==> config.mk <==
export PLATFORM = sky130hd
export DESIGN_NAME = afe_spi_responder_flat
export DESIGN_NICKNAME = d
export VERILOG_FILES = /design/src/rtl/afe_spi_if.sv /design/src/rtl/afe_spi_responder.sv /design/src/flat_wrapper.sv
export SDC_FILE = /design/constraint.sdc
export NUM_CORES = 1
export LEC_CHECK = 0
export ABC_AREA = 1
export BUFFER_PORTS_ARGS = -buffer_cell sky130_fd_sc_hd__buf_2
export CAP_MARGIN = 20
export CORE_MARGIN = 4
export CORE_UTILIZATION = 40
export DETAILED_ROUTE_END_ITERATION = 8
export PLACE_DENSITY_LB_ADDON = 0.12
export SETUP_SLACK_MARGIN = 0.02
export SLEW_MARGIN = 30
export SYNTH_ARGS = -nofsm -noshare
export SYNTH_HDL_FRONTEND = slang
export SYNTH_SLANG_ARGS = --single-unit
==> constraint.sdc <==
create_clock -name CLK -period 2.1 [get_ports CLK]
set_input_delay 0.42 -clock CLK [delete_from_list [all_inputs] [get_ports CLK]]
set_output_delay 0.42 -clock CLK [all_outputs]
set_load 0.05 [all_outputs]
==> src/rtl/afe_spi_if.sv <==
// SPI lane between spi_master and one AFE responder: chip select, mode-0 clock, data pair.
interface afe_spi_if;
    logic CS_b;
    logic SCLK;
    logic MOSI;
    logic MISO;

    modport master (
        output CS_b,
        output SCLK,
        output MOSI,
        input  MISO
    );

    modport slave (
        input  CS_b,
        input  SCLK,
        input  MOSI,
        output MISO
    );
endinterface

==> src/rtl/afe_spi_responder.sv <==
// SPI mode-0 slave modelling one AFE amplifier chip: 16-bit commands, replies two frames late.
// Optional feature macro AFE_RESP_RAMP_EN: per-channel 16-bit ramps supply CONVERT samples.
module afe_spi_responder #(
    parameter int unsigned NUM_CH      = 32,
    parameter int unsigned SYNC_STAGES = 2,
    parameter int unsigned RAMP_STEP   = 1
) (
    input  logic        CLK,
    input  logic        RST_b,
    afe_spi_if.slave    spi,
    output logic        frame_done,
    output logic        frame_err,
    output logic [15:0] cmd_last
);
    typedef enum logic [1:0] {StWaitIdle, StIdle, StShift, StEnd} state_e;

    localparam logic [6:0] ChLimit = 7'(NUM_CH);

    state_e r_state;
    state_e w_state_next;

    logic [SYNC_STAGES-1:0] r_cs_sync;
    logic [SYNC_STAGES-1:0] r_sclk_sync;
    logic [SYNC_STAGES-1:0] r_mosi_sync;
    logic                   r_cs_prev;
    logic                   r_sclk_prev;
    logic                   w_cs;
    logic                   w_sclk;
    logic                   w_mosi;
    logic                   w_cs_fall;
    logic                   w_cs_rise;
    logic                   w_sclk_rise;
    logic                   w_sclk_fall;

    logic [15:0] r_rx;
    logic [15:0] r_tx_shift;
    logic [15:0] r_tx_next;
    logic [15:0] r_pipe;
    logic [15:0] r_cmd_last;
    logic [4:0]  r_bit_cnt;
    logic [7:0]  r_regs [8];

    logic [5:0]  w_addr;
    logic [7:0]  w_data;
    logic        w_in_range;
    logic        w_frame_ok;
    logic [15:0] w_sample;
    logic [15:0] w_reply;
    logic [7:0]  w_rd_val;

    // Synchronizers reset to 0 so a CS_b high must genuinely propagate before a frame can start.
    always_ff @(posedge CLK or negedge RST_b) begin
        if (!RST_b) begin
            r_cs_sync   <= '0;
            r_sclk_sync <= '0;
            r_mosi_sync <= '0;
            r_cs_prev   <= 1'b0;
            r_sclk_prev <= 1'b0;
        end else begin
            r_cs_sync   <= {r_cs_sync[SYNC_STAGES-2:0], spi.CS_b};
            r_sclk_sync <= {r_sclk_sync[SYNC_STAGES-2:0], spi.SCLK};
            r_mosi_sync <= {r_mosi_sync[SYNC_STAGES-2:0], spi.MOSI};
            r_cs_prev   <= w_cs;
            r_sclk_prev <= w_sclk;
        end
    end

    assign w_cs        = r_cs_sync[SYNC_STAGES-1];
    assign w_sclk      = r_sclk_sync[SYNC_STAGES-1];
    assign w_mosi      = r_mosi_sync[SYNC_STAGES-1];
    assign w_cs_fall   = r_cs_prev & ~w_cs;
    assign w_cs_rise   = ~r_cs_prev & w_cs;
    assign w_sclk_rise = ~r_sclk_prev & w_sclk;
    assign w_sclk_fall = r_sclk_prev & ~w_sclk;

    assign w_addr     = r_rx[13:8];
    assign w_data     = r_rx[7:0];
    assign w_frame_ok = (r_bit_cnt == 5'd16);

    always_ff @(posedge CLK or negedge RST_b) begin
        if (!RST_b) begin
            r_state <= StWaitIdle;
        end else begin
            r_state <= w_state_next;
        end
    end

    always_comb begin
        w_state_next = r_state;
        unique case (r_state)
            StWaitIdle: if (w_cs)      w_state_next = StIdle;
            StIdle:     if (w_cs_fall) w_state_next = StShift;
            StShift:    if (w_cs_rise) w_state_next = StEnd;
            StEnd:                     w_state_next = StIdle;
            default:                   w_state_next = StWaitIdle;
        endcase
    end

    always_comb begin
        frame_done = 1'b0;
        frame_err  = 1'b0;
        spi.MISO   = 1'b0;
        unique case (r_state)
            StShift: spi.MISO = r_tx_shift[15];
            StEnd: begin
                frame_done = w_frame_ok;
                frame_err  = ~w_frame_ok;
            end
            default: ;
        endcase
    end

    assign cmd_last = r_cmd_last;

`ifdef AFE_RESP_RAMP_EN
    logic [15:0] r_ramp [NUM_CH];

    always_ff @(posedge CLK or negedge RST_b) begin
        if (!RST_b) begin
            for (int i = 0; i < NUM_CH; i++) begin
                r_ramp[i] <= '0;
            end
        end else if (r_state == StEnd && w_frame_ok) begin
            for (int i = 0; i < NUM_CH; i++) begin
                if (r_rx[15:14] == 2'b01) begin
                    r_ramp[i] <= '0;
                end else if (r_rx[15:14] == 2'b00 && w_addr == 6'(i)) begin
                    r_ramp[i] <= r_ramp[i] + 16'(RAMP_STEP);
                end
            end
        end
    end

    always_comb begin
        w_sample = '0;
        for (int i = 0; i < NUM_CH; i++) begin
            if (w_addr == 6'(i)) w_sample = r_ramp[i];
        end
    end
`else
    logic w_unused_ramp_step;
    assign w_unused_ramp_step = ^RAMP_STEP;
    assign w_sample           = {2'b10, w_addr, 8'h00};
`endif

    always_comb begin
        w_in_range = ({1'b0, w_addr} < ChLimit);
        w_rd_val   = 8'h00;
        if (w_addr[5:3] == 3'b000) begin
            w_rd_val = r_regs[w_addr[2:0]];
        end else begin
            unique case (w_addr)
                6'd40:   w_rd_val = 8'h49;
                6'd41:   w_rd_val = 8'h4E;
                6'd42:   w_rd_val = 8'h54;
                6'd43:   w_rd_val = 8'h41;
                6'd44:   w_rd_val = 8'h4E;
                default: w_rd_val = 8'h00;
            endcase
        end
        unique case (r_rx[15:14])
            2'b00:   w_reply = w_in_range ? w_sample : 16'h0000;
            2'b01:   w_reply = 16'h0000;
            2'b10:   w_reply = {8'hFF, w_data};
            default: w_reply = {8'h00, w_rd_val};
        endcase
    end

    always_ff @(posedge CLK or negedge RST_b) begin
        if (!RST_b) begin
            r_rx       <= '0;
            r_tx_shift <= '0;
            r_tx_next  <= '0;
            r_pipe     <= '0;
            r_cmd_last <= '0;
            r_bit_cnt  <= '0;
            for (int i = 0; i < 8; i++) begin
                r_regs[i] <= '0;
            end
        end else begin
            unique case (r_state)
                StIdle: begin
                    if (w_cs_fall) begin
                        r_tx_shift <= r_tx_next;
                        r_bit_cnt  <= '0;
                    end
                end
                StShift: begin
                    // A CS_b rise in the same cycle closes the frame and masks any SCLK edge.
                    if (!w_cs_rise) begin
                        if (w_sclk_rise) begin
                            r_rx      <= {r_rx[14:0], w_mosi};
                            r_bit_cnt <= (r_bit_cnt == 5'd31) ? r_bit_cnt : r_bit_cnt + 5'd1;
                        end
                        if (w_sclk_fall) begin
                            r_tx_shift <= {r_tx_shift[14:0], 1'b0};
                        end
                    end
                end
                StEnd: begin
                    if (w_frame_ok) begin
                        r_cmd_last <= r_rx;
                        r_tx_next  <= r_pipe;
                        r_pipe     <= w_reply;
                        if (r_rx[15:14] == 2'b10 && w_addr[5:3] == 3'b000) begin
                            r_regs[w_addr[2:0]] <= w_data;
                        end
                    end
                end
                default: ;
            endcase
        end
    end
endmodule
==> src/flat_wrapper.sv <==
// flat-port wrapper written by rule: the top's interface ports become plain ports
module afe_spi_responder_flat 
#(
    parameter int unsigned NUM_CH      = 32,
    parameter int unsigned SYNC_STAGES = 2,
    parameter int unsigned RAMP_STEP   = 1
)
  (CLK, RST_b, frame_done, frame_err, cmd_last, spi_CS_b, spi_SCLK, spi_MOSI, spi_MISO);
  afe_spi_if spi_i ();
  input  logic CLK;
  input  logic RST_b;
  output logic frame_done;
  output logic frame_err;
  output logic [15:0] cmd_last;
  input wire logic [$bits(spi_i.CS_b)-1:0] spi_CS_b;
  input wire logic [$bits(spi_i.SCLK)-1:0] spi_SCLK;
  input wire logic [$bits(spi_i.MOSI)-1:0] spi_MOSI;
  output wire logic [$bits(spi_i.MISO)-1:0] spi_MISO;
  assign spi_i.CS_b = spi_CS_b;
  assign spi_i.SCLK = spi_SCLK;
  assign spi_i.MOSI = spi_MOSI;
  assign spi_MISO = spi_i.MISO;
  afe_spi_responder #(.NUM_CH(NUM_CH), .SYNC_STAGES(SYNC_STAGES), .RAMP_STEP(RAMP_STEP)) u_core (.CLK(CLK), .RST_b(RST_b), .spi(spi_i), .frame_done(frame_done), .frame_err(frame_err), .cmd_last(cmd_last));
endmodule
==> reports/summary.txt <==
Post-Place Cells: 1051
DR WL/cell: 14.8 um
syn avg cell area: 8.50 sq um
row count: 47
worst skew pair latency: 0.42 ns
1st-iter DRT viols: 400
Synth Warn #: 0
crit end category: output pin
initial antenna violation count: 0
overall global routing resource usage: 0.174
slowest CP cell: dfrtp_1
Setup Skew: 0.0101 ns
setup_tns: 0 ns
clk buf depth: 2
Synth area leader: dfrtp_1
Arr. time, crit path: 1.55 ns
# Max-Cap Violations: 0
Syn Inst Count: 817
post-synthesis sequential area ratio: 0.566
Residual DRC: 0
most common cell after layout, fill and taps aside: nand2_1
area of the die: 19500 sq um
CP startpoint kind: flip-flop
CP Class: flip-flop to output pin
Die Width: 140 um
routability cong.: 0.833
nets: 865
final hold slack: 0.111 ns
part of the cycle the worst path needs: 0.940
worst-margin pin slew: 0.649 ns
VDD IR max: 0.868 mV
unrepaired setup endpoints after global routing: true
Yosys reg bits: 157
top post-synthesis cells by area: dfrtp_1 57%, nand2_1 15%, o21ai_0 9.7%, inv_1 3.9%, nand3_1 2.2%
H-tree levels: 4
Synth Cell Area: 6940 sq um
setup ws final: 0.125 ns
Final Hold Viols: 0
delay of the slowest cell on the worst path: 0.41 ns
PwrDens: 978 nW/um^2
PortBufs: 23
CORE AREA: 16800 sq um
Fillers: 1645
HPWL Detailed: 10800 um
drt first pass iters: 5
FMAX: 0.506 GHz
WP data required: 1.68 ns
pre-CTS WS: 0.185 ns
Inserted Clock Buffers: 17
crit-path cells: inv_2, ha_1, nand4_1, inv_2, nand2_4, inv_4, buf_8
cell leakage power: 3.84 nW
share of the synthesized area in the top cell type: 0.566
global-route wire length before repair: 27200 um
DRT Wirelength: 16000 um
Antenna Cells: 0
Die Height: 140 um
root buf cell: clkbuf_16
Final ANT Viol Nets: 0
Slew HR: 0.564
Reg clk slew, reported paths: 0.06 ns
final setup violation count: 0
vias in the first global route: 5310
most frequent cells in the layout: 281 x nand2_1, 157 x dfrtp_1, 134 x o21ai_0
Initial Util: 0.413
largest net degree at the start of global routing: 78
Tmin final: 1.97 ns
global route overflow: 0
via/cell ratio: 4.94
status: finished, final reports clean
most used cell, CP: inv_2
layout cell share with drive strength beyond 1: 0.111
I/O Pins: 24
Final Slew Violations: 0
Yosys cell types: 24
CP max FO: 3
clock sink total: 157
Tightest Hold Check Type: input pin to flip-flop
vias: 5365
Finished Layout Cells: 1086
CTS tree: done
Syn Nets: 829
P&R area growth vs syn: 16.9%
==> worst paths after layout <==
| path | start | end | slack, ns | cells after the start |
|---|---|---|---|---|
| min | spi_CS_b | u_core.r_cs_sync[0]$_DFF_PN0_ | 0.11 | 1 |
| max in group asynchronous | RST_b | u_core.r_regs[4]$_DFFE_PN0P_ | 0.96 | 3 |
| min in group asynchronous | RST_b | u_core.r_cs_prev$_DFF_PN0_ | 0.52 | 2 |
| max reg2reg | u_core.r_state[1]$_DFFE_PN0P_ | u_core.r_regs[33]$_DFFE_PN0P_ | 0.16 | 8 |
| max | u_core.r_bit_cnt[0]$_DFFE_PN0P_ | frame_done | 0.13 | 7 |
| min reg2reg | u_core.r_sclk_sync[0]$_DFF_PN0_ | u_core.r_sclk_sync[1]$_DFF_PN0_ | 0.35 | 0 |
==> synth_stat cells (all sizes together) <==
| cell type | n |
|---|---|
| xor2 | 1 |
| clkbuf | 22 |
| buf | 17 |
| clkinv | 2 |
| nand4 | 7 |
| dfrtp | 157 |
| inv | 73 |
| a31oi | 4 |
| nor3 | 2 |
| nor2 | 32 |
| nand2 | 282 |
| a21boi | 3 |
| or2 | 1 |
| a22oi | 3 |
| o21ai | 134 |
| ha | 7 |
| a21oi | 21 |
| o211ai | 17 |
| nor4 | 1 |
| nand3 | 31 |
==> cell families (layout without fill, tap and decap cells) <==
group	Yosys count	in the layout	synth area share
AO/OA/AOI/OAI	182	182	0.140
buffers and inverters	114	163	0.0743
AND/OR/NAND/NOR	356	356	0.206
XOR/XNOR	1	1	0.00126
flip-flops	157	157	0.566
adder cells (fa/ha/maj)	7	7	0.0126
==> critical path, delay by kind of cell, from the launching register on <==
family                     cells  cell delay [ns]
DFF                            1             0.41
buffers and inverters          4             0.39
and+or+nand+nor                2             0.19
adders and majority gates      1             0.14
==> power breakdown <==
| part | internal (mW) | switching (mW) |
|---|---|---|
| Clock | 2.15 | 1.21 |
| Sequential | 3.21 | 0.106 |
| Combinational | 0.357 | 0.897 |
| Total | 5.72 | 2.22 |
==> stage by stage <==
step,utilization,power [mW],area (sq um)
after global routing,0.482,8.34,8110
after CTS,0.480,7.96,8070
after detailed placement,0.439,4.56,7390
after global placement,0.439,4.51,7390
after floorplan,-,4.16,6940
final,0.482,7.93,8110
==> metal layers <==
| metal | global-route usage | routed length (um) | vias up |
|---|---|---|---|
| li1 | - | - | 2704 |
| met3 | 0.0367 | 505 | 21 |
| met1 | 0.237 | 7620 | 2553 |
| met5 | 0 | 0 | - |
| met2 | 0.274 | 7550 | 87 |
| met4 | 0.0678 | 353 | 0 |
==> repair_timing <==
| action | CTS | global route |
|---|---|---|
| resized for setup | 5 | 10 |
| endpoints found under the hold margin | 49 | 0 |
| setup endpoints to repair | 3 | 7 |
| buffers inserted | 1 | 1 |
| pin swaps | 1 | 0 |
| hold buffers | 1 | 0 |
==> flip-flops by register name, indices dropped and copies added (netlist names) <==
signal              cells
u_core.r_rx            16
u_core.r_sclk_prev      1
u_core.r_state          2
u_core.r_pipe          15
u_core.r_regs          64
u_core.r_bit_cnt        5
u_core.cmd_last        16
u_core.r_sclk_sync      2
u_core.r_tx_next       15
u_core.r_cs_sync        2
u_core.r_tx_shift      16
u_core.r_mosi_sync      2
u_core.r_cs_prev        1
==> layout make-up <==
type,instances,area (sq um),share of cell area
Clock buffer,23,498,0.0614
Clock inverter,9,156,0.0193
Inverter,75,284,0.0350
Multi-Input combinational cell,546,2520,0.311
Sequential cell,157,3930,0.484
Tap cell,220,275,0.0339
Timing Repair Buffer,56,444,0.0548
No activity file was read; power rests on OpenSTA's default activity.
